--- src/rtl/vlp_pkg.sv ---
// Shared types and constants for vector_lane_pipe: lane opcodes, lane saturation value and
// done-counter width.
package vlp_pkg;

  typedef enum logic [2:0] {
    OpAdd   = 3'b000,
    OpSub   = 3'b001,
    OpAnd   = 3'b010,
    OpOr    = 3'b011,
    OpXor   = 3'b100,
    OpAdds  = 3'b101,
    OpMinu  = 3'b110,
    OpBcast = 3'b111
  } vlp_op_e;

  localparam int unsigned MAX_LANE_W = 64;
  // Sliced down to the lane width at the point of use.
  localparam logic [MAX_LANE_W-1:0] ALL_ONES = '1;

  localparam int unsigned DONE_W = 16;

endpackage

--- src/rtl/vlp_lane_alu.sv ---
// One unsigned lane of the vector datapath. Opcode 101 saturates only when
// VECTOR_LANE_PIPE_SAT_EN is defined; otherwise it is a plain wrap-around add.
module vlp_lane_alu
  import vlp_pkg::*;
#(
  parameter int unsigned LANE_W = 8
) (
  input  vlp_op_e           op,
  input  logic [LANE_W-1:0] a,
  input  logic [LANE_W-1:0] b,
  input  logic [LANE_W-1:0] b_lane0,
  output logic [LANE_W-1:0] y
);

  logic [LANE_W-1:0] sum;

`ifdef VECTOR_LANE_PIPE_SAT_EN
  logic carry;
  assign {carry, sum} = {1'b0, a} + {1'b0, b};
`else
  assign sum = a + b;
`endif

  always_comb begin
    y = '0;
    unique case (op)
      OpAdd:   y = sum;
      OpSub:   y = a - b;
      OpAnd:   y = a & b;
      OpOr:    y = a | b;
      OpXor:   y = a ^ b;
`ifdef VECTOR_LANE_PIPE_SAT_EN
      OpAdds:  y = carry ? ALL_ONES[LANE_W-1:0] : sum;
`else
      OpAdds:  y = sum;
`endif
      OpMinu:  y = (a < b) ? a : b;
      OpBcast: y = b_lane0;
      default: y = '0;
    endcase
  end

endmodule

--- src/rtl/vector_lane_pipe.sv ---
// Elastic DEPTH-stage vector lane pipeline: result computed into stage 0, later stages only
// delay it. Optional lane saturation for opcode 101 via VECTOR_LANE_PIPE_SAT_EN.
module vector_lane_pipe
  import vlp_pkg::*;
#(
  parameter int unsigned LANES  = 8,
  parameter int unsigned LANE_W = 8,
  parameter int unsigned DEPTH  = 3,
  parameter int unsigned TAG_W  = 3
) (
  input  logic                      clk,
  input  logic                      reset,
  input  logic                      in_valid,
  output logic                      in_ready,
  input  logic [2:0]                in_op,
  input  logic [LANES*LANE_W-1:0]   in_a,
  input  logic [LANES*LANE_W-1:0]   in_b,
  input  logic [TAG_W-1:0]          in_tag,
  input  logic                      flush,
  output logic                      out_valid,
  input  logic                      out_ready,
  output logic [LANES*LANE_W-1:0]   out_data,
  output logic [TAG_W-1:0]          out_tag,
  output logic                      busy,
  output logic [DONE_W-1:0]         done_count
);

  localparam int unsigned DATA_W = LANES * LANE_W;

  logic [DEPTH-1:0]  valid_q, valid_d;
  logic [DEPTH-1:0]  load;
  logic              load_acc;
  logic [DATA_W-1:0] data_q [DEPTH];
  logic [DATA_W-1:0] data_d [DEPTH];
  logic [TAG_W-1:0]  tag_q  [DEPTH];
  logic [TAG_W-1:0]  tag_d  [DEPTH];
  logic [DONE_W-1:0] done_count_q, done_count_d;
  logic [DATA_W-1:0] alu_y;
  logic              in_fire, out_fire;

  for (genvar i = 0; i < LANES; i++) begin : g_lane
    vlp_lane_alu #(
      .LANE_W (LANE_W)
    ) u_alu (
      .op      (vlp_op_e'(in_op)),
      .a       (in_a[i*LANE_W +: LANE_W]),
      .b       (in_b[i*LANE_W +: LANE_W]),
      .b_lane0 (in_b[LANE_W-1:0]),
      .y       (alu_y[i*LANE_W +: LANE_W])
    );
  end

  // A stage may load when it is empty or everything downstream of it advances.
  always_comb begin
    load     = '0;
    load_acc = !valid_q[DEPTH-1] || out_ready;
    load[DEPTH-1] = load_acc;
    for (int k = int'(DEPTH) - 2; k >= 0; k--) begin
      load_acc = !valid_q[k] || load_acc;
      load[k]  = load_acc;
    end
  end

  assign in_ready  = load[0] && !flush && !reset;
  assign in_fire   = in_valid && in_ready;
  assign out_valid = valid_q[DEPTH-1];
  assign out_fire  = out_valid && out_ready;

  always_comb begin
    valid_d      = valid_q;
    data_d       = data_q;
    tag_d        = tag_q;
    done_count_d = done_count_q;

    if (load[0]) begin
      valid_d[0] = in_fire;
      if (in_fire) begin
        data_d[0] = alu_y;
        tag_d[0]  = in_tag;
      end
    end

    for (int k = 1; k < int'(DEPTH); k++) begin
      if (load[k]) begin
        valid_d[k] = valid_q[k-1];
        // Bubbles move forward without disturbing held data.
        if (valid_q[k-1]) begin
          data_d[k] = data_q[k-1];
          tag_d[k]  = tag_q[k-1];
        end
      end
    end

    if (flush) begin
      valid_d = '0;
    end

    if (out_fire) begin
      done_count_d = done_count_q + DONE_W'(1);
    end
  end

  always_ff @(posedge clk) begin
    if (reset) begin
      valid_q      <= '0;
      done_count_q <= '0;
      for (int k = 0; k < int'(DEPTH); k++) begin
        data_q[k] <= '0;
        tag_q[k]  <= '0;
      end
    end else begin
      valid_q      <= valid_d;
      data_q       <= data_d;
      tag_q        <= tag_d;
      done_count_q <= done_count_d;
    end
  end

  assign out_data   = data_q[DEPTH-1];
  assign out_tag    = tag_q[DEPTH-1];
  assign busy       = |valid_q;
  assign done_count = done_count_q;

endmodule

--- config.mk ---
export PLATFORM = sky130hd
export DESIGN_NAME = vector_lane_pipe
export DESIGN_NICKNAME = d
export VERILOG_FILES = /design/src/rtl/vlp_pkg.sv /design/src/rtl/vlp_lane_alu.sv /design/src/rtl/vector_lane_pipe.sv
export SDC_FILE = /design/constraint.sdc
export NUM_CORES = 1
export LEC_CHECK = 0
export BUFFER_PORTS_ARGS = -buffer_cell sky130_fd_sc_hd__buf_4
export CAP_MARGIN = 20
export CORE_MARGIN = 4
export CORE_UTILIZATION = 64
export DETAILED_ROUTE_END_ITERATION = 12
export PLACE_DENSITY = 0.95
export SYNTH_ARGS = -nofsm -noshare
export SYNTH_HDL_FRONTEND = slang
export SYNTH_SLANG_ARGS = --single-unit
--- constraint.sdc ---
create_clock -name clk -period 6 [get_ports clk]
set_clock_uncertainty 0.2 [all_clocks]
set_input_delay 1.5 -clock clk [delete_from_list [all_inputs] [get_ports clk]]
set_output_delay 1.5 -clock clk [all_outputs]
set_load 0.02 [all_outputs]
==> Word level (Yosys, flattened, before mapping) <==
Cells that the tools add are included.
{ "word_totals": {"latch_bits": 0, "input_bits": 139, "n_memories": 0, "ramBits": 0, "rom_bits": 0, "ff_bits": 220, "elab_cells": 101, "output_inout_bits": 86} }
{ "op_classes": {"n_eq_ne": 7, "shifts": 0, "multipliers": 0, "reduce_logical": 19, "n_bitwise": 24, "div": 0, "magnitude_cmp": 8, "mux": 16, "add_sub_neg": 17} }
{ "ops": {"columns": ["operator", "n"], "rows": [
  ["$pmux 8 s7", 8],
  ["$add 8x8->8", 8],
  ["$and 8x8->8", 8],
  ["$lt 8x8->1", 8],
  ["$mux 8", 8],
  ["$or 8x8->8", 8],
  ["$sub 8x8->8", 8],
  ["$xor 8x8->8", 8],
  ["$add 16x1->16 const B", 1],
  ["$eq 3x3->1 const B", 4],
  ["$eq 3x2->1 const B", 2],
  ["$reduce_and 2->1", 3],
  ["$logic_not 1->1", 5],
  ["$logic_and 1x1->1", 4],
  ["$reduce_or 2->1", 2],
  ["$eq 3x1->1 const B", 1],
  ["$logic_not 3->1", 1],
  ["$logic_or 1x1->1", 3],
  ["$reduce_or 3->1", 1]
]} }

==> Depth between registers and ports, before layout <==
Gate-level depths: netlist of the first run.
{ "depth": {"ltp_word": 8, "ltp_mapped": 11} }

==> By module <==
Synthesis of the first run repeated with hierarchy kept, for this count alone.
{ "unflattened": {"cells_unflattened": 2652, "area_unflattened_um2": 19467.4} }
{ "modules_own_cells": {"columns": ["mod", "cells_per_inst", "instances", "area_each_um2"], "rows": [
  ["vector_lane_pipe", 1043, 1, 8291.7],
  ["vlp_lane_alu at g_lane[5].u_alu ...", 206, 3, 1423.9],
  ["vlp_lane_alu at g_lane[3].u_alu", 210, 1, 1437.6],
  ["vlp_lane_alu at g_lane[1].u_alu", 199, 1, 1400.1],
  ["vlp_lane_alu at g_lane[4].u_alu", 195, 1, 1375.1],
  ["vlp_lane_alu at g_lane[0].u_alu", 194, 1, 1362.6],
  ["vlp_lane_alu at g_lane[2].u_alu", 193, 1, 1328.8]
]} }

==> Worst setup path after synthesis of the first run <==
OpenSTA, ideal clock, no wires.
{ "synth_path": {"path_type": "input -> output", "from": "input port out_ready", "to": "output port in_ready", "stages": 2, "arrival_time_ps": 2200, "setup_slack_ps": 2100, "n_path_buf": 0, "t_required_ps": 4300, "path_cell_list": "and4b_1 -> nor3_1"} }
{ "synth_between": {"elab_chain_len": 5} }
{ "synth_rtl": {"columns": ["item", "line_no", "source"], "rows": [
  ["start, declared", "vector_lane_pipe.sv:21", "input logic out_ready,"],
  ["$logic_or 1x1->1", "vector_lane_pipe.sv:56", "load_acc = !valid_q[DEPTH-1] || out_ready;"],
  ["$logic_or 1x1->1 (2 in a row)", "vector_lane_pipe.sv:59", "load_acc = !valid_q[k] || load_acc;"],
  ["$logic_and 1x1->1 (2 in a row)", "vector_lane_pipe.sv:64", "assign in_ready = load[0] && !flush && !reset;"],
  ["end, declared", "vector_lane_pipe.sv:14", "output logic in_ready,"]
]} }
Every way passes these cells.

==> Worst setup path in the final report of the first run <==
{ "layout_path": {"from": "input port reset", "to": "register data_q[143] (netlist name)"} }
{ "layout_between": {"elab_chain_len": 4} }
{ "layout_rtl": {"columns": ["item", "line_no", "source"], "rows": [
  ["start, declared", "vector_lane_pipe.sv:12", "input logic reset,"],
  ["$logic_not 1->1", "vector_lane_pipe.sv:64", null],
  ["$logic_and 1x1->1", "vector_lane_pipe.sv:64", null],
  ["$logic_and 1x1->1", "vector_lane_pipe.sv:65", "assign in_fire = in_valid && in_ready;"],
  ["$reduce_and 2->1 (no line)", null, null],
  ["end signal, assigned", "vector_lane_pipe.sv:113", "data_q <= data_d;"],
  ["end, declared", "vector_lane_pipe.sv:33", "logic [DATA_W-1:0] data_q [DEPTH];"]
]} }
Parallel ways exist; a longest one is shown, timed or not.
A chain may end at the register's enable or synchronous reset.

==> results of run 1 <==
==> sequential cells by signal (all words and copies together), names as in the netlist <==
register	cells
data_q	128
done_count	16
out_data	64
out_tag	3
tag_q	6
valid_q	3
==> metrics by stage <==
| step | utilization | instance area, um2 |
|---|---|---|
| floorplan | - | 17200 |
| global placement | 0.704 | 18500 |
| detailed placement | 0.704 | 18500 |
| CTS | 0.731 | 19200 |
| global route | 0.733 | 19300 |
| finish | 0.733 | 19300 |
==> worst max-delay path, delay by kind of cell <==
kind | cells | cell delay, ps
compound gates | 3 | 890
buf+inv | 1 | 260
simple gates | 4 | 1740
==> logic make-up after synthesis <==
kind of cell | synth area share
fa+ha+maj | 0.160
mux | 0.0163
compound gates | 0.252
flops | 0.256
buf+inv | 0.103
xor+xnor | 0.0386
simple gates | 0.175
==> power by group through the flow <==
stage                     registers (mW)  clock network (mW)  logic, mW
final                               1.53                1.39       1.06
after global placement              1.56                   0      0.991
after floorplan                     1.54                   0      0.691
after detailed placement            1.56                   0       1.01
after CTS                           1.52                1.39       1.02
after global routing                1.53                1.45       1.15
==> Yosys cell counts, types with 5 or more instances <==
library cell    n  share of area
inv_1         174          0.038
nor3_1         22         0.0064
nand3_1        34         0.0099
nor3b_1         5         0.0022
a22oi_1        16         0.0070
o21ai_0       155          0.045
a221oi_1       33          0.017
nor2b_1        11         0.0040
and2_1          5         0.0018
o2bb2ai_1       5         0.0025
xnor2_1        47          0.024
or3_1          16         0.0058
o22ai_1        18         0.0065
buf_4          67          0.029
or2_2           7         0.0025
a21o_1          8         0.0035
and3_1         12         0.0044
ha_1          194           0.14
o311ai_0        8         0.0041
buf_1          16         0.0035
nand2_1       421          0.092
a21oi_1       298          0.087
o31ai_1         7         0.0031
nand2b_1       21         0.0076
mux2i_1        28          0.016
o21bai_1       19         0.0083
a211oi_1       28          0.012
a2111oi_0      11         0.0056
fa_1           16          0.019
o211ai_1       14         0.0061
nor2_1        153          0.033
xor2_1         29          0.015
dfxtp_1       220           0.26
a32o_1          5         0.0029
clkbuf_1      114          0.025
buf_2          12         0.0035
o21a_1          7         0.0031
a31oi_1        21         0.0076
o221ai_1       14         0.0071
==> layer usage <==
layer,routed length (um),vias to the layer above,share of wire
li1,-,8109,-
met5,0,-,0
met4,3120,0,0.053
met3,7560,239,0.13
met2,26100,1230,0.44
met1,22600,8347,0.38
==> placed cells by master, fill, tap and decap left out, drive strengths merged, types with 14 or more instances in the layout <==
| master | instances |
|---|---|
| a211oi | 29 |
| a22oi | 16 |
| a221oi | 33 |
| o22ai | 18 |
| or3 | 17 |
| xor2 | 29 |
| nand2b | 21 |
| clkbuf | 33 |
| fa | 16 |
| nor2 | 154 |
| dfxtp | 220 |
| mux2i | 28 |
| o21bai | 19 |
| ha | 194 |
| buf | 258 |
| o221ai | 14 |
| a21oi | 298 |
| o211ai | 14 |
| nor3 | 23 |
| inv | 176 |
| o21ai | 155 |
| a31oi | 21 |
| xnor2 | 47 |
| nand2 | 422 |
| nand3 | 34 |
==> area by class of cell <==
type / count / area [um2]
well taps: 335 / 419
flip-flops and latches: 220 / 4400
multi-input cells: 1741 / 11100
clock inverters: 7 / 77.6
clock buffers: 33 / 643
repair buffers: 258 / 1980
inverters: 176 / 661
fillers: 2062 / 7020
==> worst paths after layout <==
check                            startpoint     endpoint  slack [ps]  cells past startpoint
worst max-delay path                  reset  data_q[143]        1780                      8
worst min-delay path            data_q[179]  data_q[115]         250                      2
worst max register to register   valid_q[2]  data_q[143]        2620                      7
worst min register to register  data_q[179]  data_q[115]         250                      2
==> flow_summary_export.csv, run 1 <==
group,metric,value,unit
timing,setup_slack,1780,ps
drt,drc,0,
floorplan,coreArea,26300,um2
layout,final_layout_size_suffix_gt1_frac,0.131,
global_routing,grt_pass1_wl,89900,um
clock_network,clockBufferDepth,3,
drt,viasPerCell,6.47,
clock_network,hold_buffers,0,
power_and_ir_drop,internal_power,2.69,mW
synthesis,ys_warn_count,0,
setup_path,cp-end-kind,"flip-flop",
power_and_ir_drop,p_comb_frac,0.266,
timing,max_freq,237,MHz
synthesis,synth_ff_type,"dfxtp_1",
clock_network,insertion_delay,520,ps
setup_path,max_stage_delay,730,ps
synthesis,synth-seq-cells,220,
timing,hold_violations,0,
global_routing,grt_pass1_vias,16650,
global_routing,grt_max_degree,68,
global_routing,grt_usage,0.382,
power_and_ir_drop,leakagePower,8.37,nW
timing,setup_viol,0,
drt,drt_iter0_markers,2567,
global_routing,grt.busiest_layer,"met2",
placed_design,dp_hpwl,42100,um
floorplan,die_w,172,um
clock_network,cts_max_level,1,
clock_network,path_clk_slew,60,ps
power_and_ir_drop,powerDensity,207,nW/um2
outcome,outcome,"complete, no violations",
layout,syn2layout_area_growth,11.8,%
floorplan,fp.dieH,172,um
synthesis,synth_fp_nets,2700,
setup_path,path_cells,"buf_4, nor2_1, and3b_2, nand2_1, a221oi_1, o311ai_0, a221oi_1, nor2_1",
global_routing,grt_overflow,0,
clock_network,root_buffer,"clkbuf_16",
placed_design,gp_congestion,1.02,
flow_run,maxCapViolCount,0,
floorplan,die_area,29600,um2
placed_design,io_buffers,224,
layout,fin_nets,2769,
floorplan,num_io_pins,225,
floorplan,start_util,0.656,
power_and_ir_drop,power,3.98,mW
synthesis,netlist-cell-type-count,73,
setup_path,crit_fanout,51,
global_routing,antenna_found_initial,1,
layout,stdcell_count,2770,
power_and_ir_drop,p_clk_frac,0.350,
setup_path,critPathKind,"input pin to flip-flop",
timing,min_period,4220,ps
drt,vias,17925,
global_routing,met3_usage,0.0866,
global_routing,grtUsageMet1,0.495,
synthesis,syn_area_per_cell,7.33,um2
timing,rsz0062_at_grt,"no",
timing,max_slew_margin,0.225,
setup_path,worstPathRequired,6200,ps
synthesis,syn_inst,2351,
synthesis,async_reset_ff_frac,0,
synthesis,synth_seq_area_share,0.256,
timing,fin_tns_setup,0,ps
power_and_ir_drop,seq_power_share,0.384,
synthesis,synth-edff-count,0,
clock_network,clkSinkCount,220,
drt,finalWirelength,59300,um
floorplan,rows,59,
drt,routedWlPerCell,21.4,um
placed_design,place_inst,2727,
layout,antenna_cells,0,
global_routing,met2_usage,0.612,
clock_network,cts_tree,"yes",
power_and_ir_drop,p_sw,1.29,mW
placed_design,place_ws,1450,ps
clock_network,post_cts_buffers,0,
power_and_ir_drop,vdd_drop_max,0.170,mV
setup_path,cp.arrival,4420,ps
setup_path,startpoint_type,"input pin",
setup_path,cpMaxStageDelayCell,"nand2_1",
clock_network,postCtsResizedCells,0,
min_path,hp-class,"flip-flop to flip-flop",
power_and_ir_drop,sw_frac_of_total,0.324,
clock_network,numCtsBuffers,23,
timing,whs,252,ps
timing,finalMaxSlewViolations,0,
synthesis,synthesis.area,17200,um2
timing,timing.final.crit_share,0.703,
timing,worst_pin_slew,1160,ps
drt,dr.pass1.iters,6,
drt,ant_nets,0,
Note: power is estimated with default switching activity, not from simulation.
==> run 2, diff against run 1 <==
--- a/config.mk
+++ b/config.mk
@@ -8,9 +8,9 @@
 export BUFFER_PORTS_ARGS = -buffer_cell sky130_fd_sc_hd__buf_4
 export CAP_MARGIN = 20
 export CORE_MARGIN = 4
-export CORE_UTILIZATION = 64
+export CORE_UTILIZATION = 54
 export DETAILED_ROUTE_END_ITERATION = 12
-export PLACE_DENSITY = 0.95
+export PLACE_DENSITY = 0.86
 export SYNTH_ARGS = -nofsm -noshare
 export SYNTH_HDL_FRONTEND = slang
 export SYNTH_SLANG_ARGS = --single-unit
==> constraint.sdc (replaced) <==
create_clock -name clk -period 3.8 [get_ports clk]
set_clock_uncertainty 0.2 [all_clocks]
set_input_delay 0.95 -clock clk [delete_from_list [all_inputs] [get_ports clk]]
set_output_delay 0.95 -clock clk [all_outputs]
set_load 0.02 [all_outputs]
==> flow_summary_export.csv, run 2 (synthesized netlist as in run 1, its figures left out) <==
group,metric,value,unit
placed_design,place_area,19000,um2
setup_path,reg2reg_depth,9,
setup_path,r2r-end,"data_q[160]",
drt,dr.pass1.iters,6,
setup_path,crit_family,"compound AO/OA/AOI/OAI gates",
clock_network,clockBufferDepth,3,
timing,rsz0062_at_grt,"no",
setup_path,worstPathRequired,4050,ps
timing,finalMaxSlewViolations,0,
clock_network,insertion_delay,520,ps
setup_path,path_cells,"buf_4, inv_1, ha_1, fa_1, or2_2, a221oi_1, o22ai_1, buf_4, mux2i_1, o21ai_0, o211ai_1, a21oi_1",
timing,fin_tns_setup,0,ps
clock_network,root_buffer,"clkbuf_16",
layout,final_cell_mix,"420 x nand2_1, 304 x buf_4, 298 x a21oi_1, 220 x dfxtp_1, 194 x ha_1",
floorplan,die_w,187,um
layout,final_layout_size_suffix_gt1_frac,0.152,
placed_design,place_ws,154,ps
floorplan,start_util,0.547,
power_and_ir_drop,powerDensity,325,nW/um2
clock_network,numCtsBuffers,24,
drt,drc,0,
setup_path,crit_end,"data_q[178]",
power_and_ir_drop,sw_frac_of_total,0.326,
timing,setup_viol,0,
setup_path,cp-end-kind,"flip-flop",
power_and_ir_drop,leakagePower,8.65,nW
clock_network,clkSinkCount,220,
layout,fin_util,0.629,
placed_design,dp_hpwl,44100,um
layout,multiInputGateArea,11100,um2
clock_network,postCtsResizedCells,0,
drt,viasPerCell,6.06,
global_routing,grt_pass1_vias,16763,
setup_path,crit_cells,12,
setup_path,critPathKind,"input pin to flip-flop",
layout,ff_latch_area,4400,um2
layout,final_common_cell,"nand2_1",
placed_design,gp_congestion,0.952,
drt,ant_nets,0,
clock_network,path_clk_slew,70,ps
global_routing,antenna_found_initial,4,
power_and_ir_drop,p_sw,2.10,mW
setup_path,crit_start,"in_a[48]",
floorplan,rows,65,
clock_network,cts_tree,"yes",
floorplan,die_area,34800,um2
floorplan,coreArea,31500,um2
layout,syn2layout_area_growth,14.9,%
global_routing,grt_usage,0.322,
timing,worst_pin_slew,943,ps
drt,vias,17528,
layout,stdcell_count,2892,
timing,whs,250,ps
drt,drt_iter0_markers,2076,
power_and_ir_drop,p_comb_frac,0.267,
global_routing,grt_pass1_wl,92000,um
timing,max_freq,317,MHz
timing,timing.final.crit_share,0.830,
layout,largest_reg_flops,128,
power_and_ir_drop,p_clk_frac,0.359,
placed_design,io_buffers,224,
setup_path,crit_fanout,7,
setup_path,rrSetupSlack,860,ps
drt,routedWlPerCell,20.5,um
setup_path,cpMaxStageDelayCell,"fa_1",
timing,hold_violations,0,
power_and_ir_drop,internal_power,4.34,mW
timing,max_slew_margin,0.367,
setup_path,cp.arrival,3400,ps
clock_network,cts_max_level,1,
setup_path,startpoint_type,"input pin",
layout,final_area,19800,um2
power_and_ir_drop,seq_power_share,0.375,
global_routing,grt_overflow,0,
setup_path,r2r-start,"valid_q[2]",
global_routing,grt_max_degree,86,
power_and_ir_drop,vdd_drop_max,0.215,mV
clock_network,hold_buffers,0,
layout,fillers,2837,
setup_path,path_common_cell,"buf_4",
setup_path,critPathBufInv,3,
placed_design,place_inst,2846,
power_and_ir_drop,power,6.44,mW
timing,min_period,3150,ps
clock_network,post_cts_buffers,0,
floorplan,num_io_pins,225,
flow_run,maxCapViolCount,0,
floorplan,fp.dieH,187,um
layout,fin_nets,2820,
drt,finalWirelength,59200,um
timing,setup_slack,647,ps
layout,top_register,"data_q",
setup_path,max_stage_delay,430,ps
outcome,outcome,"complete, no violations",
min_path,hp-class,"flip-flop to flip-flop",
[run 2: power by group through the flow]
stage / Sequential (mW) / Combinational (mW) / Clock, mW
final: 2.41 / 1.72 / 2.31
after global routing: 2.41 / 1.87 / 2.43
after CTS: 2.41 / 1.67 / 2.33
after detailed placement: 2.46 / 1.66 / 0
after global placement: 2.46 / 1.63 / 0
after floorplan: 2.42 / 1.09 / 0
[run 2: how the worst min path moves through the flow]
stage	start	endpoint	slack, ps	depth (start not counted)
global route	data_q[106]	out_data[42]	270	2
detailed placement	data_q[64]	out_data[0]	250	2
CTS	data_q[133]	data_q[69]	250	2
finish	data_q[133]	data_q[69]	250	2
floorplan	data_q[163]	data_q[163]	220	2
global placement	data_q[144]	data_q[80]	240	2
[run 2: worst register-to-register path: cells and delay by family (launching register included)]
family          cells  cell delay (ps)
compound gates      3              870
flops               1              370
buf+inv             2              550
simple gates        4              830
[run 2: final cells by class]
cell class / instances / area share
Sequential cell: 220 / 0.223
Inverter: 176 / 0.0334
Clock buffer: 33 / 0.0351
Multi-Input combinational cell: 1741 / 0.560
Antenna cell: 1 / 0.000126
Timing Repair Buffer: 308 / 0.119
Tap cell: 402 / 0.0254
Clock inverter: 11 / 0.00417
[run 2: layer usage]
metal / track usage / wire length (um) / up-vias
met5: 0 / 40 / -
met4: 0.125 / 2680 / 6
met3: 0.0744 / 7010 / 195
met2: 0.497 / 25300 / 1057
met1: 0.438 / 24100 / 8053
li1: - / - / 8217
==> run 3, diff against run 2 <==
--- a/config.mk
+++ b/config.mk
@@ -8,9 +8,9 @@
 export BUFFER_PORTS_ARGS = -buffer_cell sky130_fd_sc_hd__buf_4
 export CAP_MARGIN = 20
 export CORE_MARGIN = 4
-export CORE_UTILIZATION = 54
+export CORE_UTILIZATION = 60
 export DETAILED_ROUTE_END_ITERATION = 12
-export PLACE_DENSITY = 0.86
+export PLACE_DENSITY = 0.9
 export SYNTH_ARGS = -nofsm -noshare
 export SYNTH_HDL_FRONTEND = slang
 export SYNTH_SLANG_ARGS = --single-unit
==> constraint.sdc (replaced) <==
create_clock -name clk -period 3.3 [get_ports clk]
set_clock_uncertainty 0.2 [all_clocks]
set_input_delay 0.825 -clock clk [delete_from_list [all_inputs] [get_ports clk]]
set_output_delay 0.825 -clock clk [all_outputs]
set_load 0.02 [all_outputs]
==> flow_summary_export.csv, run 3 (synthesized netlist as in run 1, its figures left out) <==
group,metric,value,unit
clock_network,root_buffer,"clkbuf_16",
drt,drc,0,
floorplan,start_util,0.613,
setup_path,path_cells,"buf_4, inv_1, ha_1, fa_1, or3_1, a31oi_1, o31ai_2, mux2i_1, o221ai_1, nand3_1, a21oi_1",
power_and_ir_drop,p_comb_frac,0.285,
global_routing,antenna_found_initial,2,
global_routing,grt_usage,0.379,
min_path,hp-class,"flip-flop to flip-flop",
placed_design,io_buffers,224,
power_and_ir_drop,powerDensity,368,nW/um2
power_and_ir_drop,internal_power,5.09,mW
layout,final_cell_mix,"420 x nand2_1, 385 x buf_4, 298 x a21oi_1, 220 x dfxtp_1, 194 x ha_1",
drt,met3_length,7130,um
clock_network,clkSinkCount,220,
drt,ant_nets,0,
global_routing,grt_overflow,0,
floorplan,die_w,177,um
clock_network,cts_max_level,1,
power_and_ir_drop,sw_frac_of_total,0.324,
setup_path,crit_fanout,9,
timing,hold_violations,0,
layout,final_common_cell,"nand2_1",
power_and_ir_drop,leakagePower,9.11,nW
floorplan,coreArea,28100,um2
setup_path,cp.arrival,3170,ps
drt,met2_length,27200,um
layout,final_layout_size_suffix_gt1_frac,0.181,
setup_path,critPathBufInv,2,
setup_path,critPathKind,"input pin to flip-flop",
setup_path,max_stage_delay,780,ps
timing,setup_viol,0,
floorplan,fp.dieH,177,um
placed_design,gp_congestion,1.06,
setup_path,worstPathRequired,3470,ps
layout,syn2layout_area_growth,18.9,%
setup_path,startpoint_type,"input pin",
setup_path,crit_family,"compound AO/OA/AOI/OAI gates",
layout,largest_reg_flops,128,
timing,timing.final.crit_share,0.909,
drt,wirelength_met1,25400,um
floorplan,die_area,31500,um2
drt,drt_iter0_markers,2209,
timing,rsz0062_at_grt,"no",
power_and_ir_drop,power,7.54,mW
layout,fin_nets,2908,
layout,stdcell_count,2954,
placed_design,place_inst,2911,
clock_network,clockBufferDepth,3,
drt,viasPerCell,6.11,
clock_network,hold_buffers,0,
drt,dr.pass1.iters,6,
setup_path,cp-end-kind,"flip-flop",
timing,min_period,3000,ps
global_routing,grt_pass1_wl,94800,um
clock_network,path_clk_slew,60,ps
timing,worst_pin_slew,947,ps
drt,routedWlPerCell,21.1,um
power_and_ir_drop,p_sw,2.44,mW
placed_design,dp_hpwl,47200,um
global_routing,grt_pass1_vias,17211,
clock_network,post_cts_buffers,0,
floorplan,num_io_pins,225,
clock_network,numCtsBuffers,24,
power_and_ir_drop,vdd_drop_max,0.373,mV
power_and_ir_drop,p_clk_frac,0.347,
drt,top_layer,"met5",
layout,top_register,"data_q",
timing,max_freq,333,MHz
power_and_ir_drop,seq_power_share,0.368,
setup_path,cpMaxStageDelayCell,"o31ai_2",
clock_network,postCtsResizedCells,0,
timing,finalMaxSlewViolations,0,
global_routing,grt_max_degree,79,
flow_run,maxCapViolCount,0,
outcome,outcome,"complete, no violations",
timing,max_slew_margin,0.365,
clock_network,cts_tree,"yes",
drt,vias,18053,
drt,finalWirelength,62300,um
floorplan,rows,61,
clock_network,insertion_delay,520,ps
-- run 3: cell types whose count changed in the layout (fill, tap and decap cells not counted), sizes merged --
cell / change
buf: +88
clkinv: +3
clkbuf: -2
inv: -2
clkinvlp: -1
-- run 3: power by group through the flow --
| stage | clock network, mW | registers [mW] | logic, mW |
|---|---|---|---|
| after floorplan | 0 | 2.79 | 1.26 |
| after global placement | 0 | 2.83 | 2.04 |
| after detailed placement | 0 | 2.83 | 2.07 |
| after CTS | 2.63 | 2.77 | 2.08 |
| after global routing | 2.73 | 2.78 | 2.31 |
| final | 2.61 | 2.78 | 2.15 |
-- run 3: layout make-up --
class	instances	area [um2]
Multi-Input combinational cell	1741	11100
Fill cell	2221	7600
Sequential cell	220	4400
Timing Repair Buffer	396	3110
Clock buffer	31	688
Inverter	176	661
Tap cell	378	473
Clock inverter	11	76.3
Antenna cell	1	2.50
-- run 3: path summary, 6_finish.rpt --
path | cells after the start | end | slack [ps] | start
worst min-delay path | 2 | out_data[12] | 250 | data_q[76]
worst min register to register | 2 | out_data[12] | 250 | data_q[76]
worst max-delay path | 11 | data_q[137] | 300 | in_a[8]
worst max register to register | 8 | data_q[160] | 450 | valid_q[2]
-- run 3: through the flow --
stage	utilization	hold WS, ps	TNS, ps	cell area [um2]	setup slack (ps)
floorplan	-	225	0	17200	88.8
global placement	0.702	236	-130	19700	-113
detailed placement	0.702	242	-737	19700	-127
CTS	0.729	251	0	20500	404
global route	0.730	270	0	20500	154
finish	0.730	250	0	20500	299
-- run 3: per-layer routing --
| metal | vias up | track usage |
|---|---|---|
| li1 | 8383 | - |
| met1 | 8422 | 0.510 |
| met2 | 1056 | 0.595 |
| met3 | 190 | 0.0867 |
| met4 | 2 | 0.140 |
| met5 | - | 0 |
-- run 3: worst register-to-register path: stages, from the launching register on --
cell	delay, ps
dfxtp_1	380
and4b_1	260
nor3_1	240
nand2_1	320
a21oi_1	590
o221ai_1	240
a21oi_1	280
buf_4	190
nor2_1	50
